**src/rtl/trap_ctrl.sv**
```systemverilog
// trap_ctrl: machine-mode trap controller.
// Holds the machine CSRs (mstatus, mie, mip, mtvec, mepc, mcause, mcycle),
// decides when to take an exception or interrupt, and asks the frontend to
// redirect to the trap handler.
//
// Ports
//   clk, reset         clock; asynchronous active-low reset
//   irq                level interrupt lines, bit i = cause i
//   exc_valid/exc_code committing instruction raised an exception
//   commit_valid/pc    instruction commit strobe and its PC
//   cur_mode           current privilege mode, saved into mstatus.mpp
//   mret               committing instruction is mret
//   csr_we/wa/wd       CSR write port
//   csr_ra/csr_rd      CSR read port (combinational from registers)
//   trap_valid/ready   redirect handshake with the frontend
//   trap_target        handler PC for the redirect
//   mepc_o             current mepc, used by the frontend for mret
//
// state    | meaning
// ---------+----------------------------------------------------------
// IDLE     | no trap in flight; CSR writes and mret take effect
// ARMED    | interrupt selected, waiting for a commit to attach it to
// REDIRECT | trap captured, holding trap_valid until trap_ready
module trap_ctrl #(
    parameter int XLEN   = 64,
    parameter int NIRQ   = 16,
    parameter int CODE_W = 4
) (
    input  logic              clk,
    input  logic              reset,
    input  logic [NIRQ-1:0]   irq,
    input  logic              exc_valid,
    input  logic [CODE_W-1:0] exc_code,
    input  logic              commit_valid,
    input  logic [XLEN-1:0]   commit_pc,
    input  logic [1:0]        cur_mode,
    input  logic              mret,
    input  logic              csr_we,
    input  logic [11:0]       csr_wa,
    input  logic [XLEN-1:0]   csr_wd,
    input  logic [11:0]       csr_ra,
    output logic [XLEN-1:0]   csr_rd,
    output logic              trap_valid,
    input  logic              trap_ready,
    output logic [XLEN-1:0]   trap_target,
    output logic [XLEN-1:0]   mepc_o
);

    localparam int IDX_W = (NIRQ > 1) ? $clog2(NIRQ) : 1;

    localparam logic [11:0] A_MSTATUS = 12'h300;
    localparam logic [11:0] A_MIE     = 12'h304;
    localparam logic [11:0] A_MTVEC   = 12'h305;
    localparam logic [11:0] A_MEPC    = 12'h341;
    localparam logic [11:0] A_MCAUSE  = 12'h342;
    localparam logic [11:0] A_MIP     = 12'h344;
    localparam logic [11:0] A_MCYCLE  = 12'hB00;

    typedef enum logic [1:0] {S_IDLE, S_ARMED, S_REDIRECT} state_t;

    state_t            state_q, state_d;
    logic              st_mie_q, st_mie_d;
    logic              st_mpie_q, st_mpie_d;
    logic [1:0]        st_mpp_q, st_mpp_d;
    logic [XLEN-1:0]   mie_q, mie_d;
    logic [XLEN-1:0]   mip_q, mip_d;
    logic [XLEN-1:0]   mtvec_q, mtvec_d;
    logic [XLEN-1:0]   mepc_q, mepc_d;
    logic [XLEN-1:0]   mcause_q, mcause_d;
    logic [XLEN-1:0]   mcycle_q, mcycle_d;
    logic [IDX_W-1:0]  irq_idx_q, irq_idx_d;
    logic              trap_valid_q, trap_valid_d;
    logic [XLEN-1:0]   trap_target_q, trap_target_d;

    logic [NIRQ-1:0]   irq_en;
    logic              pending;
    logic [IDX_W-1:0]  sel_idx;
    logic              cap_exc, cap_irq, do_mret, csr_wr;
    logic [XLEN-1:0]   tvec_base;

    assign irq_en    = irq & mie_q[NIRQ-1:0];
    assign pending   = st_mie_q && (|irq_en);
    assign tvec_base = {mtvec_q[XLEN-1:2], 2'b00};

    // Highest enabled line wins: later iterations overwrite earlier ones.
    always_comb begin
        sel_idx = '0;
        for (int i = 0; i < NIRQ; i++) begin
            if (irq_en[i]) sel_idx = IDX_W'(i);
        end
    end

    always_comb begin
        state_d       = state_q;
        st_mie_d      = st_mie_q;
        st_mpie_d     = st_mpie_q;
        st_mpp_d      = st_mpp_q;
        mie_d         = mie_q;
        mip_d         = {{(XLEN-NIRQ){1'b0}}, irq};
        mtvec_d       = mtvec_q;
        mepc_d        = mepc_q;
        mcause_d      = mcause_q;
        mcycle_d      = mcycle_q + XLEN'(1);
        irq_idx_d     = irq_idx_q;
        trap_valid_d  = trap_valid_q;
        trap_target_d = trap_target_q;
        cap_exc       = 1'b0;
        cap_irq       = 1'b0;
        do_mret       = 1'b0;

        case (state_q)
            S_IDLE: begin
                if (exc_valid) begin
                    cap_exc = 1'b1;
                end else if (pending) begin
                    irq_idx_d = sel_idx;
                    state_d   = S_ARMED;
                end else if (mret) begin
                    do_mret = 1'b1;
                end
            end
            S_ARMED: begin
                // A dropped irq line does not cancel: the interrupt was already taken.
                if (exc_valid) begin
                    cap_exc = 1'b1;
                end else if (commit_valid) begin
                    cap_irq = 1'b1;
                end
            end
            S_REDIRECT: begin
                if (trap_ready) begin
                    state_d      = S_IDLE;
                    trap_valid_d = 1'b0;
                end
            end
            default: state_d = S_IDLE;
        endcase

        // The trap owns the CSRs on a capture edge; a write there is lost.
        csr_wr = csr_we && !(cap_exc || cap_irq) && (state_q != S_REDIRECT);
        if (csr_wr) begin
            case (csr_wa)
                A_MSTATUS: begin
                    st_mie_d  = csr_wd[3];
                    st_mpie_d = csr_wd[7];
                    st_mpp_d  = csr_wd[12:11];
                end
                A_MIE:    mie_d    = csr_wd;
                A_MTVEC:  mtvec_d  = csr_wd;
                A_MEPC:   mepc_d   = csr_wd;
                A_MCAUSE: mcause_d = csr_wd;
                A_MCYCLE: mcycle_d = csr_wd;
                default: ;
            endcase
        end

        if (do_mret) begin
            st_mie_d  = st_mpie_q;
            st_mpie_d = 1'b1;
            st_mpp_d  = 2'b00;
        end

        if (cap_exc || cap_irq) begin
            mepc_d       = commit_pc;
            st_mpie_d    = st_mie_q;
            st_mie_d     = 1'b0;
            st_mpp_d     = cur_mode;
            state_d      = S_REDIRECT;
            trap_valid_d = 1'b1;
            if (cap_irq) begin
                mcause_d = {1'b1, {(XLEN-1-IDX_W){1'b0}}, irq_idx_q};
                trap_target_d = (mtvec_q[1:0] == 2'b01)
                              ? tvec_base + {{(XLEN-IDX_W-2){1'b0}}, irq_idx_q, 2'b00}
                              : tvec_base;
            end else begin
                mcause_d      = {{(XLEN-CODE_W){1'b0}}, exc_code};
                trap_target_d = tvec_base;
            end
        end
    end

    always_ff @(posedge clk or negedge reset) begin
        if (!reset) begin
            state_q       <= S_IDLE;
            st_mie_q      <= 1'b0;
            st_mpie_q     <= 1'b0;
            st_mpp_q      <= 2'b00;
            mie_q         <= '0;
            mip_q         <= '0;
            mtvec_q       <= '0;
            mepc_q        <= '0;
            mcause_q      <= '0;
            mcycle_q      <= '0;
            irq_idx_q     <= '0;
            trap_valid_q  <= 1'b0;
            trap_target_q <= '0;
        end else begin
            state_q       <= state_d;
            st_mie_q      <= st_mie_d;
            st_mpie_q     <= st_mpie_d;
            st_mpp_q      <= st_mpp_d;
            mie_q         <= mie_d;
            mip_q         <= mip_d;
            mtvec_q       <= mtvec_d;
            mepc_q        <= mepc_d;
            mcause_q      <= mcause_d;
            mcycle_q      <= mcycle_d;
            irq_idx_q     <= irq_idx_d;
            trap_valid_q  <= trap_valid_d;
            trap_target_q <= trap_target_d;
        end
    end

    always_comb begin
        csr_rd = '0;
        case (csr_ra)
            A_MSTATUS: begin
                csr_rd[3]     = st_mie_q;
                csr_rd[7]     = st_mpie_q;
                csr_rd[12:11] = st_mpp_q;
            end
            A_MIE:    csr_rd = mie_q;
            A_MIP:    csr_rd = mip_q;
            A_MTVEC:  csr_rd = mtvec_q;
            A_MEPC:   csr_rd = mepc_q;
            A_MCAUSE: csr_rd = mcause_q;
            A_MCYCLE: csr_rd = mcycle_q;
            default:  csr_rd = '0;
        endcase
    end

    assign trap_valid  = trap_valid_q;
    assign trap_target = trap_target_q;
    assign mepc_o      = mepc_q;

endmodule

```
**config.mk**
```make
export PLATFORM = sky130hd
export DESIGN_NAME = trap_ctrl
export DESIGN_NICKNAME = d
export VERILOG_FILES = /design/src/rtl/trap_ctrl.sv
export SDC_FILE = /design/constraint.sdc
export NUM_CORES = 1
export LEC_CHECK = 0
export CAP_MARGIN = 0
export CORE_ASPECT_RATIO = 0.5
export CORE_MARGIN = 3
export CORE_UTILIZATION = 40
export CTS_BUF_LIST = sky130_fd_sc_hd__clkbuf_16
export DETAILED_ROUTE_END_ITERATION = 8
export PLACE_DENSITY = 0.75
export REMOVE_ABC_BUFFERS = 1
export SLEW_MARGIN = 15
export SYNTH_ARGS = -nofsm -noshare
export SYNTH_HDL_FRONTEND = slang
export SYNTH_SLANG_ARGS = --single-unit
```
**constraint.sdc**
```tcl
create_clock -name clk -period 6.7 [get_ports clk]
set_clock_uncertainty 0.2 [all_clocks]
set_input_delay 1.34 -clock clk [delete_from_list [all_inputs] [get_ports clk]]
set_output_delay 1.34 -clock clk [all_outputs]
set_load 0.005 [all_outputs]
```
After elaboration in Yosys (flattened, before gate mapping)
Index checks and enable logic that the tools add are counted.

word-level totals
  flip-flop bits (word level) = 411
  input port bits = 181
  output and inout port bits = 193
  logic and storage cells = 123

cells by class
  add/sub/neg operators = 2
  equal/unequal tests = 21
  multiplexer cells = 62
  bitwise logic cells = 2
  reductions and logical operators = 23

operators by type and width
  operator               number
  $mux 64                11
  $pmux 51 s6            1
  $eq 12x10->1 const B   11
  $add 64x1->64 const B  1
  $add 64x6->64          1
  $pmux 3 s6             3
  $mux 4                 13
  $eq 12x12->1 const B   2
  $mux 1                 21
  $mux 2                 9
  $and 16x16->16         1
  $reduce_or 16->1       1
  $pmux 1 s7             2
  $pmux 2 s7             1
  $reduce_and 2->1       6
  $reduce_bool 2->1      5
  $ne 3x3->1 const B     3
  $pmux 2 s3             1
  $reduce_bool 3->1      2
  $eq 2x1->1 const B     2
  $ne 2x2->1 const B     2
  $reduce_and 4->1       1
  $logic_and 1x1->1      3
  $reduce_and 3->1       1
  other kinds (6)        6

Depth between registers and ports, before layout
Gate-level depths: netlist of the first run.

  depth after elaboration = 16
  depth in mapped cells = 10
  gate-level depth less buffers = 8

Worst setup path after synthesis of the first run
OpenSTA, ideal clock, no wires.

  kind = input to output
  start = input csr_ra[3]
  end = output csr_rd[0]
  arrival time = 3052 ps
  required time = 5160 ps
  slack = 2108 ps
  cell stages on the path = 7
  buffers on the path = 1
  cell sequence = nand4bb_1 > nor3b_1 > nand3_1 > nor2_1 > clkbuf_1 > a22oi_1 > nand3_1

between the ends
  longest elaborated chain between the ends = 2
  elaborated cells on any way between the ends = 7
  classes of those cells = eq/ne (6); mux (1)

RTL lines
  item                                                 line  text
  start, declared                                      41    input logic [11:0] csr_ra,
  $eq 12x12->1 / $eq 12x10->1 (equally long branches)  216   case (csr_ra)
  $pmux 3 s6 *                                         216
  end, declared                                        42    output logic [XLEN-1:0] csr_rd,

Every way passes the cells marked *; elsewhere a longest branch is shown, timed or not.

Final worst setup path of the first run
  start = input csr_ra[3]
  end = output csr_rd[51]

between the ends
  longest elaborated chain between the ends = 2
  elaborated cells on any way between the ends = 7
  classes of those cells = eq/ne (6); mux (1)

RTL lines
  item                                                 line
  $eq 12x12->1 / $eq 12x10->1 (equally long branches)  216
  $pmux 51 s6 *                                        216

Marked as above.

==> results of run 1 <==
[cells in the mapped netlist, drive strengths merged, types with 43 or more instances]
master | count | share of area, %
a31oi | 66 | 2.0
nor2 | 117 | 2.2
o21ai | 140 | 3.5
mux2 | 126 | 7.0
nand3 | 61 | 1.5
a21oi | 70 | 1.7
clkbuf | 105 | 2.0
a22oi | 96 | 3.6
dfrtp | 409 | 51
xnor2 | 90 | 3.9
nand2 | 497 | 9.2
buf | 44 | 1.2
a222oi | 52 | 2.6
nor3 | 43 | 1.1
[path summary, 6_finish.rpt]
kind / startpoint / end / slack [ns]
max: csr_ra[3] / csr_rd[51] / 0.75
min: trap_target[13] / trap_target[13] / 0.28
max reg2reg: state_q[0] / mepc_o[18] / 3.03
min reg2reg: trap_target[13] / trap_target[13] / 0.28
max in group asynchronous: reset / mie_q[27] / 4.27
min in group asynchronous: reset / mepc_o[47] / 0.60
[critical path, cell delays in order]
cell and delay (ns):
clkdlybuf4s50_1 0.39, nand4bb_1 0.25, nor3_1 0.50, and4_2 0.50
buf_4 0.50, a222oi_1 0.18, nand2_1 0.17, clkdlybuf4s50_1 0.52
[stage by stage]
stage                     std cells  utilization [%]  TNS [ns]
after CTS                      3106            52.63         0
after global routing           3109            52.64         0
final                          3109            52.64         0
after global placement         3033            49.85         0
after detailed placement       3033            49.85         0
after floorplan                1987                -   -587.65
[cells by family after synthesis]
kind of cell	Yosys count	share of synthesized area, %
AOI/OAI and AO/OA	447	14.30
xor gates and xnor gates	121	5.239
adders and majority gates	6	0.4083
buffers and inverters	174	3.582
DFF	409	50.60
muxes	131	7.262
other	1	0.01854
and+or+nand+nor	846	18.59
[flip-flops by register name (all words and copies together) (netlist names)]
register / cells
mip_q: 16
mtvec_q: 64
st_mie_q: 1
st_mpp_q: 2
mepc_o: 64
mie_q: 64
st_mpie_q: 1
trap_target: 62
irq_idx_q: 4
mcause_q: 64
mcycle_q: 64
state_q: 2
trap_valid: 1
[layer usage]
metal  global-route usage [%]  up-vias
li1                         -     8174
met1                    31.67     8979
met2                    42.83      820
met3                    3.515      248
met4                    14.22        0
met5                        0        -
[power groups by stage]
stage               Clock [mW]  Combinational (mW)  Sequential [mW]
global placement             0               0.656             2.78
finish                    2.38               0.666             2.74
global route              2.51               0.723             2.76
CTS                       2.40               0.671             2.74
detailed placement           0               0.669             2.78
floorplan                    0               0.190             2.75
[layout make-up]
cell class / instances / share of cell area (%)
Clock inverter: 31 / 1.227
Timing Repair Buffer: 397 / 15.64
Tap cell: 649 / 3.135
Multi-Input combinational cell: 1553 / 36.04
Antenna cell: 3 / 0.02898
Inverter: 25 / 0.3622
Clock buffer: 42 / 4.057
Sequential cell: 409 / 39.51
==> flow_summary.toml, run 1 <==
[power_and_ir_drop]
irDropWorstVdd_mv = 0.1483
seqPwrFrac_pct = 47.3
power_density_mw_per_mm2 = 223.6
p_int_mw = 4.324
p_leak_nw = 10.74
total_power_mw = 5.793
power_frac_clock_pct = 41.1
comb_power_share_pct = 11.5
swShare_pct = 25.35
p_switching_mw = 1.468

[clock_tree]
hold_buffers = 0
htree_levels = 2
cts-root-buf = "clkbuf_16"
clk-insertion-delay-late_ns = 0.56
cts.clk_slew.worst_paths_ns = 0.06
ctsResizeCount = 0
cts_buffer_depth = 3
post-cts-setup-buffer-count = 0
cts_buffers = 40
clock-sinks = 409
cts_tree = "done"

[final_layout]
multi_input_comb_area_mm2 = 0.009338
nNetsFinal = 2613
fillerInstances = 4304
regArea_mm2 = 0.01023
final_cell_area_mm2 = 0.02591
final_cell_mix = "497 x nand2_1, 409 x dfrtp_1, 370 x clkdlybuf4s50_1, 128 x o21ai_0, 126 x mux2_2"
final_common_cell = "nand2_1"
syn2layout_area_growth_pct = 28.08
drive_above_1_share_pct = 9.727

[timing]
layout_setup_ws_ns = 0.7476
period_minus_slack_ns = 5.952
hold_violations = 0
rsz0062_at_grt = "false"
setup_viol = 0
slew_headroom_pct = 24.01
period_share_pct = 88.84
hold_ws_ns = 0.2793
worst_pin_slew_ns = 1.129
slew_violations = 0
fmax_mhz = 168.0

[grt]
grt_usage_pct = 25.39
grt_pass1_wl_um = 105600
grt_overflow_total = 0
grt_pass1_vias = 17788
grt_max_degree = 153
antenna_found_initial = 3

[floorplan]
fp.dieH_um = 165.0
die-area_mm2 = 0.05347
core-area_mm2 = 0.04921
initial_core_util_pct = 41.10
ios = 374
chipWidth_um = 324.0
rows = 57

[drt]
drt_iter0_drc = 2287
drt-wirelength-per-cell_um = 22.50
firstDrtPassIters = 9
ant_nets = 0
highest_layer = "met4"
drc = 40
routed_wl_um = 69940
wl_met3_um = 4272
wirelength_met1_um = 27280
via_per_inst = 5.861
met2_length_um = 34440
vias = 18221

[synthesis]
yosysUniqueCellTypes = 59
synth_area_per_cell_um2 = 9.474
synth.cell_area_mm2 = 0.02023
synth-seq-cells = 409
synth_warnings = 0
postSynthCellCount = 2135
synth_ff_type = "dfrtp_1"
synthArstFlopShare_pct = 100.0
synth_seq_area_share_pct = 50.60
synth_edf_count = 0

[worst_setup_path]
critPathKind = "in -> out"
worstPathArrival_ns = 4.41
rr_worst_depth = 7
crit_path_end_kind = "primary output"
critical_path.max_fanout = 40
critPathLaunchType = "primary input"
required_ns = 5.16

[run_status]
violations = "design-rule violations"
status = "finished, violations left"

[flow_run]
drv_cap = 0

[hold_path]
hp-class = "reg -> reg"
hold_depth = 2

[placed_design]
placed_area_mm2 = 0.02453
gp_congestion = 0.9046
pre_cts_slack_ns = 0.8605
portBuffers = 371
dp_hpwl_um = 48300
Power figures use the tool's default switching activity.
==> run 2: changes to the inputs <==
--- a/config.mk
+++ b/config.mk
@@ -11,7 +11,7 @@
 export CORE_UTILIZATION = 40
 export CTS_BUF_LIST = sky130_fd_sc_hd__clkbuf_16
 export DETAILED_ROUTE_END_ITERATION = 8
-export PLACE_DENSITY = 0.75
+export PLACE_DENSITY = 0.77
 export REMOVE_ABC_BUFFERS = 1
 export SLEW_MARGIN = 15
 export SYNTH_ARGS = -nofsm -noshare
==> constraint.sdc (replaced) <==
create_clock -name clk -period 5.2 [get_ports clk]
set_clock_uncertainty 0.2 [all_clocks]
set_input_delay 1.04 -clock clk [delete_from_list [all_inputs] [get_ports clk]]
set_output_delay 1.04 -clock clk [all_outputs]
set_load 0.005 [all_outputs]
==> run 2 against run 1 <==
Net effect:
- the flow still finishes with violations (design-rule violations)
- sequential cell count stayed put
- design area barely moved
- via count is 1.0% higher
- first-iteration DRC count grew 3.6%
- sequential share of layout area barely moved
- sequential power increased by 29%
- setup slack got worse by 0.49 ns
- worst hold slack worse by 0.0025 ns
- clock power grew 19%
- register-to-register slack worse by 1.4 ns
- power up 25%
- critical path depth unchanged
- critical endpoint is now csr_rd[48]
==> flow_summary.toml, run 2 (synthesis results as in run 1) <==
[power_and_ir_drop]
total_power_mw = 7.244
p_leak_nw = 10.75
seqPwrFrac_pct = 48.8
comb_power_share_pct = 12.0
power_density_mw_per_mm2 = 279.7
p_switching_mw = 1.861
irDropWorstVdd_mv = 0.1887
swShare_pct = 25.69
power_frac_clock_pct = 39.3
p_int_mw = 5.383

[worst_setup_path]
crit_end = "csr_rd[48]"
critical_path.max_fanout = 64
crit_path_end_kind = "primary output"
cp_cell_sequence = "clkdlybuf4s50_1 > nor4_4 > nand2_2 > nor4b_2 > buf_12 > a222oi_1 > nand2_1 > clkdlybuf4s50_1"
path_depth = 8
slowest_delay_ns = 0.55
r2r_end = "mepc_o[41]"
critPathLaunchType = "primary input"
reg2reg_from = "state_q[0]"
critPathKind = "in -> out"
rr_worst_depth = 7
critPathTopFamily = "buffers and inverters"
reg2reg_slack_ns = 1.58
worstPathArrival_ns = 3.70
crit_slowest_cell = "clkdlybuf4s50_1"
crit_top_cell = "clkdlybuf4s50_1"
required_ns = 3.96
critPathLaunch = "csr_ra[1]"
crit_buf_inv = 3

[placed_design]
portBuffers = 371
dp_hpwl_um = 48980
gp_congestion = 0.9279
placed_area_mm2 = 0.02464

[timing]
worst_pin_slew_ns = 1.206
rsz0062_at_grt = "false"
setup_viol = 0
period_minus_slack_ns = 4.941
slew_headroom_pct = 18.87
period_share_pct = 95.03
hold_violations = 0
fmax_mhz = 202.4
slew_violations = 0
hold_ws_ns = 0.2769

[final_layout]
final_cell_mix = "496 x nand2_1, 409 x dfrtp_1, 370 x clkdlybuf4s50_1, 128 x o21ai_0, 126 x mux2_2"
nNetsFinal = 2623
fin_util_pct = 52.63
drive_above_1_share_pct = 9.821
final_cell_area_mm2 = 0.02590
syn2layout_area_growth_pct = 28.04
final_common_cell = "nand2_1"

[clock_tree]
cts-root-buf = "clkbuf_16"
htree_levels = 2
cts_buffer_depth = 3
post-cts-setup-buffer-count = 0
clk-insertion-delay-late_ns = 0.54
cts_buffers = 40
clock-sinks = 409
cts_tree = "done"
cts.clk_slew.worst_paths_ns = 0.06

[hold_path]
hold_start = "trap_target[47]"
hp-class = "reg -> reg"

[drt]
vias = 18404
routed_wl_um = 70200
drc = 3
drt_iter0_drc = 2370
ant_nets = 0
drt-wirelength-per-cell_um = 22.53
via_per_inst = 5.906
firstDrtPassIters = 9

[floorplan]
ios = 374
initial_core_util_pct = 41.10
chipWidth_um = 324.0
die-area_mm2 = 0.05347
rows = 57
fp.dieH_um = 165.0
core-area_mm2 = 0.04921

[grt]
grt_pass1_vias = 18015
grt_pass1_wl_um = 108100
grt_overflow_total = 0
antenna_found_initial = 3
grt_usage_pct = 25.94
grt_max_degree = 124

[flow_run]
drv_cap = 0

[run_status]
status = "finished, violations left"
violations = "design-rule violations"
==> run 2: changes by cell type in the layout (fill, tap and decap cells not counted) <==
cell        change
buf_12          +3
clkinvlp_4      -2
clkinv_8        -1
nor4_4          +1
clkinv_4        -1
bufinv_16       -3
clkinv_1        +6
clkinv_2        -1
buf_4           +7
nand2_2         +1
clkbuf_16       -1
nand2_1         -1
nor4_1          -1
==> run 2: worst reg2reg max path: stages, from the launching register on <==
cell       delay, ns
dfrtp_1         0.46
a21oi_1         0.39
o2111ai_1       0.38
or4b_1          0.73
or2_2           0.71
buf_4           0.38
nand2_1         0.10
a31oi_1         0.11
==> run 2: timing repair <==
action | in CTS | in global routing
hold buffers | 0 | 0
endpoints found under the setup margin | 0 | 64
gates resized for setup | 0 | 3
==> run 2: per-stage QoR <==
stage,instances,setup TNS (ns),setup WS (ns)
2_1_floorplan,1987,-798.85,-5.364
3_3_place_gp,3043,0,0.1079
3_5_place_dp,3043,0,0.02594
4_1_cts,3113,0,0.008062
5_1_grt,3116,0,0.08154
6_report,3116,0,0.2586
==> run 2: worst min path at each step <==
stage	end	slack, ns	cells past startpoint
after floorplan	trap_target[10]	0.27	2
after global placement	trap_target[44]	0.26	2
after detailed placement	trap_target[22]	0.27	2
after CTS	trap_target[16]	0.28	2
after global routing	trap_target[25]	0.31	2
final	trap_target[47]	0.28	2
==> run 2: final cells by class <==
cell class                 count  area, µm²
inverter                      25      93.84
antenna                        3      7.507
clock inverter                29      205.2
sequential                   409      10230
clock buffer                  41       1026
timing repair buffer         407       4164
fill                        4280      23310
multi-input combinational   1553       9355
tap                          649      812.0
==> run 2: power groups by stage <==
stage | sequential, mW | clock (mW) | combinational (mW)
after floorplan | 3.55 | 0 | 0.244
after global placement | 3.58 | 0 | 0.850
after detailed placement | 3.58 | 0 | 0.865
after CTS | 3.53 | 2.87 | 0.871
after global routing | 3.55 | 3.00 | 0.940
final | 3.53 | 2.84 | 0.868
==> run 2: layer usage <==
layer | vias up | track usage, % | part of all wire, %
met5 | - | 0 | 0
met4 | 0 | 13.22 | 5.3
met3 | 234 | 4.188 | 7.2
met2 | 927 | 44.31 | 49
met1 | 9045 | 32.03 | 38
li1 | 8198 | - | -
